$ cat src/rtl/rf_wb_ctrl.sv
// Register-file write-back controller: ALU/memory merge with a memory-result FIFO and a pending scoreboard.
// ALU 1 cycle, memory >=2 cycles; mem_ready drops when the FIFO is full. Optional forwarding via RF_WB_BYPASS_EN.
module rf_wb_ctrl #(
    parameter int DEPTH = 4
) (
    input  logic        clk,
    input  logic        reset,
    input  logic        alu_valid,
    input  logic [4:0]  alu_addr,
    input  logic [31:0] alu_data,
    input  logic        mem_valid,
    output logic        mem_ready,
    input  logic [4:0]  mem_addr,
    input  logic [31:0] mem_data,
    input  logic        res_valid,
    input  logic [4:0]  res_addr,
    input  logic [4:0]  q_addr1,
    input  logic [4:0]  q_addr2,
    output logic        busy1,
    output logic        busy2,
`ifdef RF_WB_BYPASS_EN
    output logic        fwd1_valid,
    output logic        fwd2_valid,
    output logic [31:0] fwd1_data,
    output logic [31:0] fwd2_data,
`endif
    output logic        rf_wen,
    output logic [4:0]  rf_waddr,
    output logic [31:0] rf_wdata
);

    localparam int PW = (DEPTH > 1) ? $clog2(DEPTH) : 1;
    localparam int CW = PW + 1;
    localparam logic [CW-1:0] FULL_CNT = CW'(DEPTH);

    logic [4:0]    fifo_addr_q [DEPTH];
    logic [31:0]   fifo_data_q [DEPTH];
    logic [PW-1:0] wr_ptr_q, wr_ptr_d;
    logic [PW-1:0] rd_ptr_q, rd_ptr_d;
    logic [CW-1:0] count_q, count_d;

    logic          rf_wen_q, rf_wen_d;
    logic [4:0]    rf_waddr_q, rf_waddr_d;
    logic [31:0]   rf_wdata_q, rf_wdata_d;
    logic [31:0]   pending_q, pending_d;

    logic          full;
    logic          push;
    logic          pop;

    assign full      = (count_q == FULL_CNT);
    assign mem_ready = !full && !reset;
    assign push      = mem_valid && mem_ready;
    // Pop decision uses registered occupancy only, so a fresh push never falls through.
    assign pop       = !alu_valid && (count_q != '0);

    always_comb begin
        wr_ptr_d = wr_ptr_q;
        rd_ptr_d = rd_ptr_q;
        count_d  = count_q;
        if (push) begin
            wr_ptr_d = wr_ptr_q + PW'(1);
        end
        if (pop) begin
            rd_ptr_d = rd_ptr_q + PW'(1);
        end
        case ({push, pop})
            2'b10:   count_d = count_q + CW'(1);
            2'b01:   count_d = count_q - CW'(1);
            default: count_d = count_q;
        endcase
    end

    always_comb begin
        rf_wen_d   = 1'b0;
        rf_waddr_d = rf_waddr_q;
        rf_wdata_d = rf_wdata_q;
        if (alu_valid) begin
            rf_wen_d   = (alu_addr != 5'd0);
            rf_waddr_d = alu_addr;
            rf_wdata_d = alu_data;
        end else if (pop) begin
            rf_wen_d   = (fifo_addr_q[rd_ptr_q] != 5'd0);
            rf_waddr_d = fifo_addr_q[rd_ptr_q];
            rf_wdata_d = fifo_data_q[rd_ptr_q];
        end
    end

    // Clear is applied first so a same-cycle reservation of the committing register wins.
    always_comb begin
        pending_d = pending_q;
        if (rf_wen_q) begin
            pending_d[rf_waddr_q] = 1'b0;
        end
        if (res_valid && (res_addr != 5'd0)) begin
            pending_d[res_addr] = 1'b1;
        end
        pending_d[0] = 1'b0;
    end

    always_ff @(posedge clk) begin
        if (reset) begin
            wr_ptr_q   <= '0;
            rd_ptr_q   <= '0;
            count_q    <= '0;
            rf_wen_q   <= 1'b0;
            rf_waddr_q <= 5'd0;
            rf_wdata_q <= 32'd0;
            pending_q  <= 32'd0;
        end else begin
            wr_ptr_q   <= wr_ptr_d;
            rd_ptr_q   <= rd_ptr_d;
            count_q    <= count_d;
            rf_wen_q   <= rf_wen_d;
            rf_waddr_q <= rf_waddr_d;
            rf_wdata_q <= rf_wdata_d;
            pending_q  <= pending_d;
        end
    end

    always_ff @(posedge clk) begin
        if (push) begin
            fifo_addr_q[wr_ptr_q] <= mem_addr;
            fifo_data_q[wr_ptr_q] <= mem_data;
        end
    end

    assign rf_wen   = rf_wen_q;
    assign rf_waddr = rf_waddr_q;
    assign rf_wdata = rf_wdata_q;

`ifdef RF_WB_BYPASS_EN
    assign fwd1_valid = rf_wen_q && (rf_waddr_q == q_addr1) && (q_addr1 != 5'd0);
    assign fwd2_valid = rf_wen_q && (rf_waddr_q == q_addr2) && (q_addr2 != 5'd0);
    assign fwd1_data  = rf_wdata_q;
    assign fwd2_data  = rf_wdata_q;
    assign busy1      = pending_q[q_addr1] && !fwd1_valid;
    assign busy2      = pending_q[q_addr2] && !fwd2_valid;
`else
    assign busy1      = pending_q[q_addr1];
    assign busy2      = pending_q[q_addr2];
`endif

endmodule

$ cat config.mk
export PLATFORM = sky130hd
export DESIGN_NAME = rf_wb_ctrl
export DESIGN_NICKNAME = d
export VERILOG_FILES = /design/src/rtl/rf_wb_ctrl.sv
export SDC_FILE = /design/constraint.sdc
export NUM_CORES = 1
export LEC_CHECK = 0
export ABC_AREA = 1
export CORE_UTILIZATION = 56
export CTS_CLUSTER_DIAMETER = 60
export CTS_CLUSTER_SIZE = 28
export DETAILED_ROUTE_END_ITERATION = 12
export PLACE_DENSITY_LB_ADDON = 0.25
export SYNTH_ARGS = -nofsm -noshare
export SYNTH_HDL_FRONTEND = slang
export SYNTH_SLANG_ARGS = --single-unit
$ cat constraint.sdc
create_clock -name clk -period 5.88 [get_ports clk]
set_input_delay 1.176 -clock clk [delete_from_list [all_inputs] [get_ports clk]]
set_output_delay 1.176 -clock clk [all_outputs]
set_load 0.01 [all_outputs]
# [After elaboration in Yosys (flattened, before gate mapping)]
# Memories as Yosys holds them, arrays and structs flattened. A register that Yosys moved wholly into a read port is not among the register bits.
# Cells that the tools add are included.
[word_totals] memories=2 elab_cells=64 input_bits=94 latchBits=0 rom_bits=0 ram_bits=148 output_inout_bits=41 regBits=77
[op_classes] order_cmp=6 muxes=23 n_bitwise=3 eq_ne=3 n_addsub=4 shift=0 n_mul=0 n_reduce_logical=15 div=0
[mem_list] memory="fifo_data_q" depth=4 width=32 read_ports=1 rd_clocked_by_memory_dff=1 wr=1 line="37" text="logic [31:0] fifo_data_q [DEPTH];"
[mem_list] memory="fifo_addr_q" depth=4 width=5 read_ports=1 rd_clocked_by_memory_dff=1 wr=1 line="36" text="logic [4:0] fifo_addr_q [DEPTH];"
[op_table] cell="$mux 32" count=4
[op_table] cell="$and 32x32->32" count=1
[op_table] cell="$not 32->32" count=1
[op_table] cell="$or 32x32->32" count=1
[op_table] cell="$lt 5x6->1 const B" count=4
[op_table] cell="$reduce_bool 5->1" count=3
[op_table] cell="$bmux 1 s5" count=2
[op_table] cell="$demux 1 s5" count=2
[op_table] cell="$ge 5x1->1 const B" count=2
[op_table] cell="$mux 5" count=2
[op_table] cell="$mux 1" count=8
[op_table] cell="$mux 2" count=4
[op_table] cell="$logic_and 1x1->1" count=6
[op_table] cell="$pmux 3 s2" count=1
[op_table] cell="$add 2x1->2 const B" count=2
[op_table] cell="$reduce_bool 2->1" count=2
[op_table] cell="$add 3x1->3 const B" count=1
[op_table] cell="$eq 3x3->1 const B" count=1
[op_table] cell="$logic_not 1->1" count=3
[op_table] cell="$reduce_bool 3->1" count=1
[op_table] cell="$sub 3x1->3 const B" count=1
[op_table] cell="$eq 2x1->1 const B" count=1
[op_table] cell="$eq 2x2->1 const B" count=1

# [Depth between registers and ports, before layout]
[logic_depth] word_depth=9 mapped_depth=11 mapped_depth_nobuf=10

# [Worst setup path before layout]
# OpenSTA, ideal clock, no wires.
[synth_path] kind="input to register" from="input reset" to="memory fifo_addr_q[0][0] (enable)" cell_stages=3 slack_ps=2190 path_buffers=0 required_ps=5449 arrival_time_ps=3259 path_cell_list="a21oi_1 -> nand2_1 -> nor2_1"
[synth_via] elab_chain_cells=5
[synth_rtl] item="start: declaration" line="7" text="input logic reset,"
[synth_rtl] item="$logic_not 1->1" line="52" text="assign mem_ready = !full && !reset;"
[synth_rtl] item="$logic_and 1x1->1" line="52"
[synth_rtl] item="$logic_and 1x1->1" line="53" text="assign push = mem_valid && mem_ready;"
[synth_rtl] item="$mux 1" line="122" text="if (push) begin"
[synth_rtl] item="$mux 1 (implied by the code)" line="123" text="fifo_addr_q[wr_ptr_q] <= mem_addr;"
[synth_rtl] item="end: declaration" line="36"
# Every way passes these cells.

# [Final worst setup path]
[layout_path] from="input q_addr2[0]" to="output busy2"
[layout_via] elab_chain_cells=2
[layout_rtl] item="start: declaration" line="18" text="input logic [4:0] q_addr2,"
[layout_rtl] item="$bmux 1 s5" line="141" text="assign busy2 = pending_q[q_addr2];"
[layout_rtl] item="$mux 1 (implied by the code)" line="141"
[layout_rtl] item="end: declaration" line="20" text="output logic busy2,"
# Every way passes these cells. The select of a mux whose other input is x is not followed.

==> results.yml <==
global_route:
  grt_pass1_vias: 7202
  maximum_number_of_pins_on_one_net_before_global_route_repair: 75
  grt-ovfl-total: 0
  grt_first_pass_wirelength_um: 36800
  antenna_violations_before_repair: 0
  grt.total_usage_pct: 26.9
synth:
  synth_top_area_share_pct: 47.4
  synth_area_leaders: "edfxtp_1 47%, dfxtp_1 17%, nand2_1 8.2%"
  synth_enable_flop_cells: 148
  ys_ff_latch: 226
  yosys.cell_count.top_type: "nand2_1"
  synthArstFlopShare_pct: 0
  post-synth-top-area-cell: "edfxtp_1"
  syn_area_per_cell_um2: 9.90
  synth.yosys.warnings: 0
  sequential_cell_area_fraction_in_the_yosys_report_pct: 64.1
  ys_types: 27
  net_count_synth: 1047
  postSynth.topFlopCell: "edfxtp_1"
  yosys-top-cells-count: "204 x nand2_1, 148 x edfxtp_1, 108 x o21ai_0"
  post_synthesis_cell_area_mm2: 0.00937
  synthesis.instances: 947
clock_tree:
  cts.htree.levels: 1
  clock-sinks: 226
  postCtsHoldBufs: 0
  cts_setup_buffers: 0
  cts_tree: "built"
  clock_latency_ns: 0.48
  clock-root-buffer: "clkbuf_16"
  clock_tree.buffer_depth: 3
  cts-buffers-inserted: 14
  path_clk_slew_ns: 0.09
  postCtsResizedCells: 0
detailed_routing:
  vias: 7472
  routedWlPerCell_um: 17.9
  post_drt_via_cell_ratio: 5.85
  detail_route.drc_violations: 0
  drt-total-wl_um: 22800
  antenna_violating_nets_post_route: 0
  drt-initial-drc-count: 590
  detail_route.first_pass.iterations: 5
setup_path:
  timing.critical_path.from: "q_addr2[0]"
  crit_type: "in -> out"
  worstReg2RegEnd: "fifo_data_q[3][15]$_DFFE_PP_"
  r2r_slack_ns: 3.33
  worst_setup_path_end_kind: "output port"
  critical_path.max_fanout: 18
  worstReg2RegStart: "count_q[1]$_SDFFE_PP0P_"
  cp_cell_instances: "clkdlybuf4s50_1 > inv_2 > nand2_1 > o211ai_1 > nand3_1 > nand3_1 > nand2_1 > nand2_1 > nand2_1 > clkdlybuf4s50_1"
  timing.critical_path.buf_inv: 3
  crit_family: "buffers and inverters"
  critical_path.most_common_cell: "nand2_1"
  crit_slowest_cell: "clkdlybuf4s50_1"
  worstSetupStartpointType: "input port"
  r2r.worst_path.cells: 5
  slowest_delay_ns: 0.86
  cp_data_arrival_time_ns: 3.31
  critical_path_required_ns: 4.70
timing:
  slew_viol_final: 0
  clock-skew-final_ns: 0.0249
  timing.final.crit_period_ns: 4.49
  rsz0062_at_grt: "false"
  layout_worst_path_cycle_share_pct: 76.3
  max-slew-margin-rel_pct: 24.4
  setup-violations-final: 0
  report.final.hold_viol_count: 0
  maxClockFrequency_ghz: 0.223
  transition_time_at_the_pin_with_the_least_slew_margin_ns: 1.13
  finalSetupTns_ns: 0
power_and_ir_drop:
  ir_drop_uv: 256
  p_per_area_mw_per_mm2: 336
  total_leakage_power_uw: 0.00394
floorplanning:
  die_area_mm2: 0.0173
  floorplan.core_area_mm2: 0.0161
  fp.dieW_um: 131
  rows: 46
  die_height_um: 131
  i_o_pins: 135
  initial_utilization_pct: 58.2
worst_hold_path:
  worst_hold_path.num_cells: 2
  holdCritStartpoint: "pending_q[4]$_SDFF_PP0_"
  worst_hold_path_type: "reg -> reg"
  worst_hold_path.endpoint: "pending_q[4]$_SDFF_PP0_"
cells_and_area:
  layout.cells.non_filler: 1277
  insertedDiodeCount: 0
  drive_above_1_share_pct: 5.66
  area_delta_synth_final_pct: 21.0
  final_net_count: 1153
run:
  cap_viol_max_count: 0
placement:
  routabilityCongestion: 0.915
  cell_count_post_placement: 1253
  numPortBuffers: 134
  dpl.hpwl_um: 14600
run_status:
  run_status: "completed"
==> layout make-up <==
| cell class | count | area [um^2] |
|---|---|---|
| clock buffers | 16 | 400 |
| repair buffers | 143 | 1400 |
| flip-flops and latches | 226 | 6010 |
| clock inverters | 8 | 105 |
| multi-input cells | 627 | 3000 |
| fillers | 1197 | 4770 |
| inverters | 41 | 154 |
| well taps | 216 | 270 |
==> flip-flops by register name, summed over array words and instances (netlist names), named ones only <==
name and count:
fifo_data_q 128, pending_q 31, rf_wdata 32, fifo_addr_q 20, rf_waddr 5, wr_ptr_q 2
rf_wen 1, count_q 3, rd_ptr_q 2
==> cells by family (layout without fill, tap and decap cells) <==
kind of cell,count (synthesis),in the layout,share of synthesized area (%)
buffers and inverters,94,208,4.26
and+or+nand+nor,366,366,16.0
adders and majority gates,6,6,0.881
AOI/OAI and AO/OA,255,255,14.8
DFF,226,226,64.1
==> per-stage QoR <==
| step | setup WS (ns) | hold WS (ns) | instance area [um^2] | util, % | total power, uW |
|---|---|---|---|---|---|
| after global routing | 1.18 | 0.520 | 11300 | 70.4 | 4000 |
| after detailed placement | 1.39 | 0.465 | 10800 | 67.2 | 2770 |
| after CTS | 1.40 | 0.480 | 11300 | 70.4 | 3830 |
| after global placement | 1.43 | 0.453 | 10800 | 67.2 | 2750 |
| final | 1.39 | 0.479 | 11300 | 70.4 | 3810 |
| after floorplan | 2.19 | 0.442 | 9370 | - | 2420 |
==> worst max path at each step <==
stage	slack (ns)	cells after the start	end
finish	1.39	10	busy2
CTS	1.40	10	busy2
floorplan	2.19	3	fifo_addr_q[0][0]$_DFFE_PP_
detailed placement	1.39	10	busy2
global placement	1.43	10	busy2
global route	1.18	11	busy2
==> power breakdown <==
| group | internal [uW] | switching, uW | total, uW | leakage [uW] |
|---|---|---|---|---|
| Combinational | 348 | 521 | 868 | 0.00171 |
| Sequential | 1810 | 64.2 | 1880 | 0.00198 |
| Clock | 522 | 548 | 1070 | 0.000245 |
| Total | 2680 | 1130 | 3810 | 0.00394 |
==> worst register-to-register path, stage by stage (launching register included) <==
cell and delay, ns:
dfxtp_1 0.39, nor2_2 0.08, a21oi_1 0.21, nand2_1 0.37, nor2_4 0.85, buf_4 0.36
==> cells in the final DEF (no fill, tap or decap), types with 33 or more instances in the layout <==
| master | count |
|---|---|
| a21oi_1 | 40 |
| a31oi_1 | 37 |
| clkdlybuf4s50_1 | 133 |
| dfxtp_1 | 77 |
| edfxtp_1 | 148 |
| nand2_1 | 204 |
| nand3_1 | 67 |
| nor2_1 | 74 |
| o21ai_0 | 108 |
| o22ai_1 | 33 |
==> metal layers <==
metal / GRT usage, % / wire (um)
met3: 3.90 / 1610
met4: 9.56 / 569
met2: 45.4 / 11300
met1: 35.7 / 9380
met5: 0 / 0
(Power assumes the default switching activity.)
